**src/rtl/cpu16_pkg.sv**
```systemverilog
// Shared definitions for the 16-bit core: data width, fetch FSM states,
// instruction-word and fetch-packet types.
package cpu16_pkg;

  localparam int XLEN = 16;

  typedef logic [XLEN-1:0] instr_t;
  typedef logic [XLEN-1:0] addr_t;

  // IDLE: no request; WAIT: request outstanding, result kept;
  // DRAIN: request outstanding, result thrown away after a redirect.
  typedef enum logic [1:0] {
    S_IDLE  = 2'd0,
    S_WAIT  = 2'd1,
    S_DRAIN = 2'd2
  } fetch_state_e;

  // One fetched instruction together with the address it came from.
  typedef struct packed {
    addr_t  pc;
    instr_t instr;
  } fetch_pkt_t;

  // Sequential PC advance; the addition wraps modulo 2^XLEN.
  function automatic addr_t pc_add(input addr_t a, input addr_t step);
    return a + step;
  endfunction

endpackage

```
**src/rtl/fetch_skid_buf.sv**
```systemverilog
// One-entry pc/instr holding register that catches a fetched word when the
// output stage is stalled. Flush beats load, load beats unload, so a
// simultaneous unload+load leaves the entry full with the new word.
module fetch_skid_buf
  import cpu16_pkg::*;
(
  input  logic       clk,
  input  logic       rst,
  input  logic       load,
  input  logic       unload,
  input  logic       flush,
  input  fetch_pkt_t din,
  output logic       valid,
  output fetch_pkt_t dout
);

  // Entry occupancy and payload.
  always_ff @(posedge clk or posedge rst) begin
    if (rst) begin
      valid <= 1'b0;
      dout  <= '0;
    end else if (flush) begin
      valid <= 1'b0;
    end else if (load) begin
      valid <= 1'b1;
      dout  <= din;
    end else if (unload) begin
      valid <= 1'b0;
    end
  end

endmodule

```
**src/rtl/fetch_unit.sv**
```systemverilog
// Instruction fetch stage: issues one outstanding read at a time, delivers
// words in order to the IF/ID register, absorbs one word of stall slack in
// a skid entry, and flushes on redirect (discarding an in-flight read).
// Optional macro FETCH_PERF_CNT_EN adds fetch_count / flush_count outputs.
module fetch_unit
  import cpu16_pkg::*;
#(
  parameter logic [XLEN-1:0] RESET_PC = 16'h0000,
  parameter logic [XLEN-1:0] PC_STEP  = 16'd1
) (
  input  logic            clk,
  input  logic            rst,
  input  logic            stall,
  input  logic            redirect,
  input  logic [XLEN-1:0] redirect_pc,
  output logic            imem_req,
  output logic [XLEN-1:0] imem_addr,
  input  logic            imem_ack,
  input  logic [XLEN-1:0] imem_rdata,
  output logic            if_valid,
  output logic [XLEN-1:0] if_pc,
  output logic [XLEN-1:0] if_instr
`ifdef FETCH_PERF_CNT_EN
  ,
  output logic [15:0]     fetch_count,
  output logic [15:0]     flush_count
`endif
);

  fetch_state_e state, state_n;
  addr_t        pc, pc_n, addr_n, ifpc_n;
  instr_t       ifins_n;
  logic         req_n, ifv_n;
  logic         consume, ack_v, slot_free;
  logic         sk_valid, sk_load, sk_unload, sk_flush, sk_after;
  fetch_pkt_t   sk_din, sk_dout;

  // Output leaves this cycle; ack only counts against a live request.
  assign consume   = if_valid & ~stall;
  assign ack_v     = imem_ack & imem_req;
  // A new request may only go out if its result is guaranteed a home.
  assign slot_free = ~sk_valid & ~(if_valid & stall);
  assign sk_din    = '{pc: imem_addr, instr: imem_rdata};

  fetch_skid_buf u_skid (
    .clk    (clk),
    .rst    (rst),
    .load   (sk_load),
    .unload (sk_unload),
    .flush  (sk_flush),
    .din    (sk_din),
    .valid  (sk_valid),
    .dout   (sk_dout)
  );

  // FSM state register.
  always_ff @(posedge clk or posedge rst) begin
    if (rst) state <= S_IDLE;
    else     state <= state_n;
  end

  // Next state, request, pc, output stage and skid controls.
  always_comb begin
    state_n   = state;
    pc_n      = pc;
    req_n     = imem_req;
    addr_n    = imem_addr;
    ifv_n     = if_valid;
    ifpc_n    = if_pc;
    ifins_n   = if_instr;
    sk_load   = 1'b0;
    sk_unload = 1'b0;
    sk_flush  = 1'b0;
    sk_after  = sk_valid;
    if (redirect) begin
      // Flush everything; an un-acked request must still complete, so
      // keep it on the bus and drop its data later in DRAIN.
      pc_n     = redirect_pc;
      ifv_n    = 1'b0;
      sk_flush = 1'b1;
      if (state != S_IDLE && !ack_v) begin
        state_n = S_DRAIN;
      end else begin
        state_n = S_IDLE;
        req_n   = 1'b0;
      end
    end else begin
      // Refill the output from the skid entry, or empty it.
      if (consume && sk_valid) begin
        ifv_n     = 1'b1;
        ifpc_n    = sk_dout.pc;
        ifins_n   = sk_dout.instr;
        sk_unload = 1'b1;
        sk_after  = 1'b0;
      end else if (consume) begin
        ifv_n = 1'b0;
      end
      unique case (state)
        S_IDLE: begin
          if (slot_free) begin
            state_n = S_WAIT;
            req_n   = 1'b1;
            addr_n  = pc;
          end
        end
        S_WAIT: begin
          if (ack_v) begin
            pc_n = pc_add(imem_addr, PC_STEP);
            if ((!if_valid || consume) && !sk_unload) begin
              ifv_n   = 1'b1;
              ifpc_n  = imem_addr;
              ifins_n = imem_rdata;
            end else begin
              sk_load  = 1'b1;
              sk_after = 1'b1;
            end
            // Back-to-back issue keeps one instruction per cycle.
            if (!sk_after && !(ifv_n && stall)) begin
              state_n = S_WAIT;
              req_n   = 1'b1;
              addr_n  = pc_n;
            end else begin
              state_n = S_IDLE;
              req_n   = 1'b0;
            end
          end
        end
        S_DRAIN: begin
          if (ack_v) begin
            state_n = S_IDLE;
            req_n   = 1'b0;
          end
        end
        default: state_n = S_IDLE;
      endcase
    end
  end

  // Registered pc, memory request and output stage.
  always_ff @(posedge clk or posedge rst) begin
    if (rst) begin
      pc        <= RESET_PC;
      imem_req  <= 1'b0;
      imem_addr <= '0;
      if_valid  <= 1'b0;
      if_pc     <= '0;
      if_instr  <= '0;
    end else begin
      pc        <= pc_n;
      imem_req  <= req_n;
      imem_addr <= addr_n;
      if_valid  <= ifv_n;
      if_pc     <= ifpc_n;
      if_instr  <= ifins_n;
    end
  end

`ifdef FETCH_PERF_CNT_EN
  // Consumption and flush event counters, wrapping.
  always_ff @(posedge clk or posedge rst) begin
    if (rst) begin
      fetch_count <= 16'd0;
      flush_count <= 16'd0;
    end else begin
      if (consume)  fetch_count <= fetch_count + 16'd1;
      if (redirect) flush_count <= flush_count + 16'd1;
    end
  end
`endif

endmodule
```
**config.mk**
```make
export PLATFORM = sky130hd
export DESIGN_NAME = fetch_unit
export DESIGN_NICKNAME = d
export VERILOG_FILES = /design/src/rtl/cpu16_pkg.sv /design/src/rtl/fetch_skid_buf.sv /design/src/rtl/fetch_unit.sv
export SDC_FILE = /design/constraint.sdc
export NUM_CORES = 1
export LEC_CHECK = 0
export CAP_MARGIN = 20
export CORE_UTILIZATION = 30
export DETAILED_ROUTE_END_ITERATION = 12
export GPL_ROUTABILITY_DRIVEN = 0
export PLACE_DENSITY_LB_ADDON = 0.3
export SKIP_CTS_REPAIR_TIMING = 1
export SYNTH_ARGS = -nofsm -noshare
export SYNTH_HDL_FRONTEND = slang
export SYNTH_HIERARCHICAL = 1
export SYNTH_SLANG_ARGS = --single-unit
```
**constraint.sdc**
```tcl
create_clock -name clk -period 3.3 [get_ports clk]
set_input_delay 0.66 -clock clk [delete_from_list [all_inputs] [get_ports clk]]
set_output_delay 0.66 -clock clk [all_outputs]
set_load 0.01 [all_outputs]
```
### Word-level counts from Yosys, hierarchy flattened

Cells that the tools add are included.

| storage, ports and cells | value |
|---|---|
| register bits after elaboration | 101 |
| input bits | 37 |
| output and inout bits | 50 |
| logic and storage cells | 106 |

| cells by class | value |
|---|---|
| add/subtract/negate cells | 1 |
| equal/unequal tests | 9 |
| mux-type cells | 54 |
| bitwise gates (word level) | 9 |
| reduce and logical (&&, ||, !) cells | 23 |

Operator list:

| cell | number |
|---|---|
| 16-bit 2-to-1 mux | 14 |
| 1-bit 2-to-1 mux | 32 |
| 16-bit one-hot mux with 2 select lines | 1 |
| 16-bit by 1-bit adder with 16-bit output, second input constant | 1 |
| 2-bit 2-to-1 mux | 5 |
| 5-bit AND reduction | 2 |
| 3-bit inequality test, second input constant | 3 |
| 2-bit inequality test, second input constant | 4 |
| 2-bit nonzero test | 4 |
| 2-bit one-hot mux with 3 select lines | 1 |
| 1-bit logical AND | 5 |
| 1-bit logical NOT | 5 |
| 1-bit inverter | 5 |
| 1-bit AND | 4 |
| 2-bit AND reduction | 2 |
| 4-bit nonzero test | 1 |
| 1-bit one-hot mux with 3 select lines | 1 |
| 3-bit AND reduction | 1 |
| 3-bit nonzero test | 1 |
| 2-bit by 1-bit equality test with 1-bit output, second input constant | 1 |
| 2-bit equality test, second input constant | 1 |
| 2-bit logical NOT | 1 |
| 1-bit logical OR | 1 |

### Longest topological paths before layout

Gate-level depths: netlist of run 1.

| logic depth | value |
|---|---|
| depth after elaboration | 18 |
| mapped depth | 9 |
| gate-level depth less buffers | 6 |

### Hierarchy

The synthesis of run 1 kept the hierarchy.

By module, submodules not included:

| module | instances | cells each | area each (um^2) | seq. area each (um^2) |
|---|---|---|---|---|
| fetch_unit | 1 | 399 | 3,579.7 | 1,701.6 |
| fetch_skid_buf | 1 | 74 | 1,402.6 | 825.8 |

### Worst setup path before layout of run 1

OpenSTA, ideal clock, no wires.

| timing path | value |
|---|---|
| kind | reg-to-reg |
| start point | reg state[1] |
| end point | reg u_skid/dout[0] in the netlist's numbering |
| setup time | 0.125 ns |
| arrival | 2.282 ns |
| required time | 3.175 ns |
| slack | 0.893 ns |
| stages on the path, launching flop included | 10 |
| path buffers | 3 |
| clock period less this slack | 2.407 ns |
| cell sequence | dfrtp_1 > inv_1 > ha_1 > clkbuf_1 > nand3_1 > nor4b_1 > nor2b_4 > buf_6 > buf_12 > mux2_4 |

| on the way | value |
|---|---|
| word-level cells in the longest chain between the ends | 4 |

RTL lines:

| item | RTL line | source |
|---|---|---|
| from (decl) | fetch_unit.sv:30 | `fetch_state_e state, state_n;` |
| from (signal assigned) | fetch_unit.sv:59 | `else state <= state_n;` |
| 2-bit by 1-bit equality test with 1-bit output | fetch_unit.sv:98 | `unique case (state)` |
| 1-bit 2-to-1 mux | fetch_unit.sv:98 |  |
| 1-bit 2-to-1 mux | fetch_unit.sv:75 | `if (redirect) begin` |
| net sk_load | fetch_unit.sv:35 | `logic sk_valid, sk_load, sk_unload, sk_flush, sk_after;` |
| 2-bit AND reduction (no line) | n/a |  |
| to (signal assigned) | fetch_skid_buf.sv:26 | `dout <= din;` |
| to (decl) | fetch_skid_buf.sv:14 | `output fetch_pkt_t dout` |

The timed path passes the listed nets, and every way through them passes these cells.
A chain may end at the register's enable or synchronous reset.

### Final worst setup path of run 1

| timing path | value |
|---|---|
| start point | in redirect |
| end point | reg u_skid/dout[8] in the netlist's numbering |

| on the way | value |
|---|---|
| elaborated cells between the ends (all ways) | 4 |
| those cells by class | mux: 2; bitwise: 1; reduce/logical: 1 |

RTL lines:

| item | RTL line | source |
|---|---|---|
| from (decl) | fetch_unit.sv:14 | `input logic redirect,` |
| 1-bit 2-to-1 mux | fetch_unit.sv:75 |  |
| net sk_load | fetch_unit.sv:35 |  |
| 2-bit AND reduction (no line) | n/a |  |

The timed path passes the listed nets, and every way through them passes these cells.

==> metrics, run 1 <==
Fin. Hold Viols=0; setup TNS=0 ps; worst skew pair latency=340 ps; Slew Limit Fails=0; Arrival @ worst endpoint=2800 ps; vias in the first global route=3,748; Unique masters post-synth=54; CP required=3530 ps; DR pass1 iterations=4; flops & latches, synth=101; Max Cap Viol=0; Initial Utilization=31.0%; clock network power share=21.1%; Die Footprint=17,100 sq um; H-tree lvl count=3; final WL=12,400 microns; number of flops mapped to enable cells by yosys=0; Synth Area per Inst=10.5 sq um; CTS buffer count=9; clk sinks=101; synthesis-to-finish area growth=27.1%; Setup CP Type=primary input to register; CTS Buffer Depth=2; Post-Syn Area=4980 sq um; synth top area cells=dfrtp_1 (51%), mux2_4 (9.0%), a21oi_1 (5.3%); Tightest Hold Check Type=register to register; final net count=588; Placed Area=6040 sq um; Fmax=388 MHz; global-route wire length before repair=20,000 microns; Core ar.=16,100 sq um; total grt overflow=0; synthesized net count=514; unrepaired setup endpoints after global routing=no; Final Core Density=39.4%; pwr/cell area=778 nW/um^2; Async S/R FF share, synth=100%; Pwr Total=4.93 mW; row count=46; initial DRC count=210; initial antenna violation count=0; Fin Clk Skew=7.43 ps; type of origin of the critical path=primary input; drt drc=0; CP endpoint kind=register; sequential area share after synthesis=50.7%; Clock Pin Slew Worst Setup and Hold Paths=70 ps; Setup violations, final=0; crit-path cells=clkdlybuf4s50_1 > nor4b_1 > nor2b_4 > buf_12 > mux2_2; via count=3,853; wire per inst=16.2 microns; I/O pin cnt=87; Switch Pwr=1.77 mW; DP HPWL=8470 microns; VDD IR-drop max=321 uV; Worst Path Buf+Inv=2; vias per cell=5.02; crit path max fanout=32; outcome=finished clean; Main synth FF type=dfrtp_1; CTS tree=done; Final period util=78.1%; Int Pwr=3.16 mW; sequential share of power=41.0%; critical path's top delay family=buffers and inverters; Die Wd=131 microns; CP max stage delay=630 ps; Switching Share=35.9%; top cell type's share of synthesized area=50.7%; GRT Util Overall=15.1%; Gate power share=37.9%; Tmin final=2580 ps; Synth Warn #=6; Worst slew margin=58.1%; CTS root buf=clkbuf_16; Final ANT Viol Nets=0; Gate Count Post-Synth=473; design area=6330 sq um; Port Buffer Count=86; layout cells sized above 1=12.5%; Worst-Margin Slew=623 ps; Yosys top cell by area=dfrtp_1; die height=131 microns; diodes inserted=0; largest net degree at the start of global routing=44; Lkg Pwr=2.74 nW; Critical-path top delay cell=clkdlybuf4s50_1
[sequential cells by signal, summed over array words and instances (netlist names)]
name and count:
if_pc 16, if_instr 16, state 2, imem_addr 16, if_valid 1, pc 16, u_skid/dout 32, u_skid/valid 1
imem_req 1
[worst paths after layout]
kind	startpoint	to	slack (ps)	depth (start not counted)
hold / removal	u_skid/dout[4]$_DFFE_PP0P_	u_skid/dout[4]$_DFFE_PP0P_	510	1
setup / recovery	redirect	u_skid/dout[8]$_DFFE_PP0P_	720	5
hold reg to reg	u_skid/dout[4]$_DFFE_PP0P_	u_skid/dout[4]$_DFFE_PP0P_	510	1
max in group asynchronous	rst	state[1]$_DFFE_PP0P_	1910	3
min in group asynchronous	rst	if_instr[1]$_DFFE_PP0N_	730	2
setup reg to reg	state[1]$_DFFE_PP0P_	u_skid/dout[8]$_DFFE_PP0P_	850	7
[cell families (layout without fill, tap and decap cells)]
group | count (synthesis) | in the layout | share of synthesized area, %
compound gates | 143 | 143 | 17.2
buf+inv | 76 | 154 | 7.21
mux | 38 | 38 | 10.7
xor+xnor | 8 | 8 | 1.41
fa+ha+maj | 4 | 4 | 1.00
simple gates | 103 | 103 | 11.8
flops | 101 | 101 | 50.7
[stage by stage]
step           hold slack (ps)  cells  setup WS (ps)
6_report                   510    767            724
3_3_place_gp               490    751            347
4_1_cts                    513    767            731
5_1_grt                    520    767            574
3_5_place_dp               494    752            394
2_1_floorplan              481    473            893
[synthesized netlist by cell type, drive strengths merged, types with 7 or more instances]
master	instances
nor3b	7
nand3	11
inv	40
o21ai	24
nor2	16
dfrtp	101
nand4	8
buf	16
clkbuf	19
nand2	21
o22ai	37
a21oi	53
mux2	33
[power by group through the flow]
stage                     Clock, mW  Combinational, mW  Sequential (mW)
after global routing           1.12               2.07             2.09
after floorplan                   0              0.975             1.99
after global placement            0               1.84             2.03
after detailed placement          0               1.88             2.05
final                          1.04               1.87             2.02
after CTS                      1.07               1.89             2.02
[layout by cell type, fill, tap and decap left out, drive strengths merged, types with 2 or more instances in the layout]
master         count
xnor2              5
nand2             21
inv               40
nand4              8
a21oi             53
buf               12
clkbuf            10
o22a               3
nor4               3
nand4b             2
clkdlybuf4s50     86
nand3             11
o31ai              3
nor2b              5
nor3               5
ha                 4
o21a               4
clkinv             3
or4                4
nor3b              7
nand3b             2
o22ai             37
a31o               2
xor2               3
mux2i              5
and3               5
a211oi             4
a31oi              4
nor2              16
o21ai             24
dfrtp            101
nand2b             4
a2bb2oi            5
mux2              33
clkinvlp           2
or3                4
[area by class of cell]
| cell class | count | area, sq um |
|---|---|---|
| Sequential cell | 101 | 2530 |
| Timing Repair Buffer | 98 | 996 |
| Clock inverter | 5 | 62.6 |
| Fill cell | 1546 | 9720 |
| Multi-Input combinational cell | 296 | 2100 |
| Tap cell | 216 | 270 |
| Clock buffer | 10 | 229 |
| Inverter | 41 | 154 |
[layer usage]
layer,part of all wire (%),vias up,global-route usage (%)
met5,0,-,0
met4,1.3,0,4.73
met3,6.2,17,3.30
met2,47,109,24.8
met1,46,1879,19.9
li1,-,1848,-
No activity file was read; power rests on OpenSTA's default activity.
==> run 2: changes to the inputs <==
- clock period: 3.3 -> 2.4 ns (I/O delays scaled with it)
==> run 2 against run 1 <==
Compared with the run above: sequential share of layout area shrank 0.96 points; wire length grew 0.17%; global-route usage is essentially flat; flip-flop and latch count is the same; register-to-register slack lost 700 ps; hold slack gained 2.5 ps; die area is the same; via count grew 0.39%; critical path depth grew 3; setup slack lost 570 ps; first-iteration DRC count is the same; non-clock buffer count grew 21.
==> metrics, run 2 (synthesis results as in run 1) <==
outcome=finished clean; Initial Utilization=31.0%; Worst slew margin=63.1%; Port Buffer Count=86; CTS tree=done; commonest non-fill, non-tap cells in the layout=dfrtp_1 (101), clkdlybuf4s50_1 (86), a21oi_1 (53); CP required=2630 ps; unrepaired setup endpoints after global routing=no; R2R Path Start=state[1]$_DFFE_PP0P_; hold depth=1; critical register-to-register path endpoint=pc[10]$_DFFE_PP0P_; H-tree lvl count=3; Max Cap Viol=0; DP HPWL=8730 microns; Hold WS=513 ps; DR pass1 iterations=4; Setup CP Type=register to register; Switch Pwr=2.49 mW; Final period util=93.6%; Switching Share=36.4%; Int Pwr=4.36 mW; wire per inst=15.8 microns; Tightest Hold Check Type=register to register; Setup violations, final=0; GRT Util Overall=15.1%; drt drc=0; Fin Clk Skew=5.78 ps; die height=131 microns; reg2reg setup slack=150 ps; Worst Slack Setup Final=153 ps; total grt overflow=0; Die Wd=131 microns; Fin. Hold Viols=0; Placed Area=6220 sq um; Core ar.=16,100 sq um; sequential share of power=38.3%; via count=3,868; most common cell after layout, fill and taps aside=dfrtp_1; CTS root buf=clkbuf_16; synthesis-to-finish area growth=30.3%; final WL=12,500 microns; initial DRC count=210; Clock Pin Slew Worst Setup and Hold Paths=70 ps; reg2reg path depth=8; layout cells sized above 1=16.3%; clock network power share=20.1%; hold-critical path endpoint=u_skid/dout[20]$_DFFE_PP0P_; Reg with most FFs=u_skid/dout; largest net degree at the start of global routing=42; Slew Limit Fails=0; CP endpoint kind=register; CTS buffer count=9; type of origin of the critical path=register; row count=46; clk sinks=101; number of flip-flops in the largest register=32; Die Footprint=17,100 sq um; Final ANT Viol Nets=0; CTS Buffer Depth=2; crit path max fanout=38; Tmin final=2250 ps; Arrival @ worst endpoint=2470 ps; Fmax=445 MHz; pwr/cell area=1060 nW/um^2; Hold Crit Start=u_skid/dout[20]$_DFFE_PP0P_; final net count=609; Gate power share=41.6%; Lkg Pwr=2.84 nW; diodes inserted=0; vias per cell=4.91; global-route wire length before repair=20,000 microns; initial antenna violation count=0; Place WS=-61.3 ps; I/O pin cnt=87; VDD IR-drop max=409 uV; vias in the first global route=3,841; design area=6490 sq um; CP startpoint=state[1]$_DFFE_PP0P_; Worst-Margin Slew=552 ps; worst skew pair latency=350 ps; Pwr Total=6.86 mW
[run 2: layer usage]
metal	GRT usage [%]	up-vias	part of all wire, %	wire length, microns
met5	0	-	0	0
met4	3.99	0	1.1	142
met3	3.66	13	4.6	573
met2	24.5	84	46	5710
met1	20.2	1874	48	6030
li1	-	1897	-	-
[run 2: critical path, cell delays in order, from the launching register on]
cell and delay [ps]:
dfrtp_1 410, inv_1 110, ha_1 200, buf_4 350, and3_1 260, buf_4 240
nand2b_1 120, a211oi_1 320, nor3_1 100
[run 2: layout make-up]
| type | instances | area, sq um |
|---|---|---|
| clock buffer | 9 | 225 |
| clock inverter | 6 | 50.0 |
| fill | 1554 | 9570 |
| inverter | 41 | 154 |
| multi-input combinational | 296 | 2110 |
| sequential | 101 | 2530 |
| tap | 216 | 270 |
| timing repair buffer | 119 | 1160 |
[run 2: power by group through the flow]
stage / clock (mW) / combinational [mW] / sequential (mW)
after floorplan: 0 / 1.34 / 2.74
after global placement: 0 / 2.81 / 2.64
after detailed placement: 0 / 2.87 / 2.66
after CTS: 1.41 / 2.88 / 2.62
after global routing: 1.48 / 3.14 / 2.69
final: 1.38 / 2.85 / 2.63
[run 2: worst max-delay path by stage]
stage	to	cells after the start
floorplan	u_skid/dout[0]$_DFFE_PP0P_	9
global placement	u_skid/dout[7]$_DFFE_PP0P_	7
detailed placement	u_skid/dout[7]$_DFFE_PP0P_	7
CTS	if_pc[13]$_DFFE_PP0N_	8
global route	pc[10]$_DFFE_PP0P_	8
finish	pc[10]$_DFFE_PP0P_	8
[run 2: metrics by stage]
| stage | utilization [%] | cells | TNS [ps] |
|---|---|---|---|
| global placement | 38.7 | 773 | -3080 |
| global route | 40.4 | 788 | 0 |
| finish | 40.4 | 788 | 0 |
| CTS | 40.4 | 788 | 0 |
| floorplan | - | 473 | 0 |
| detailed placement | 38.7 | 773 | -1400 |
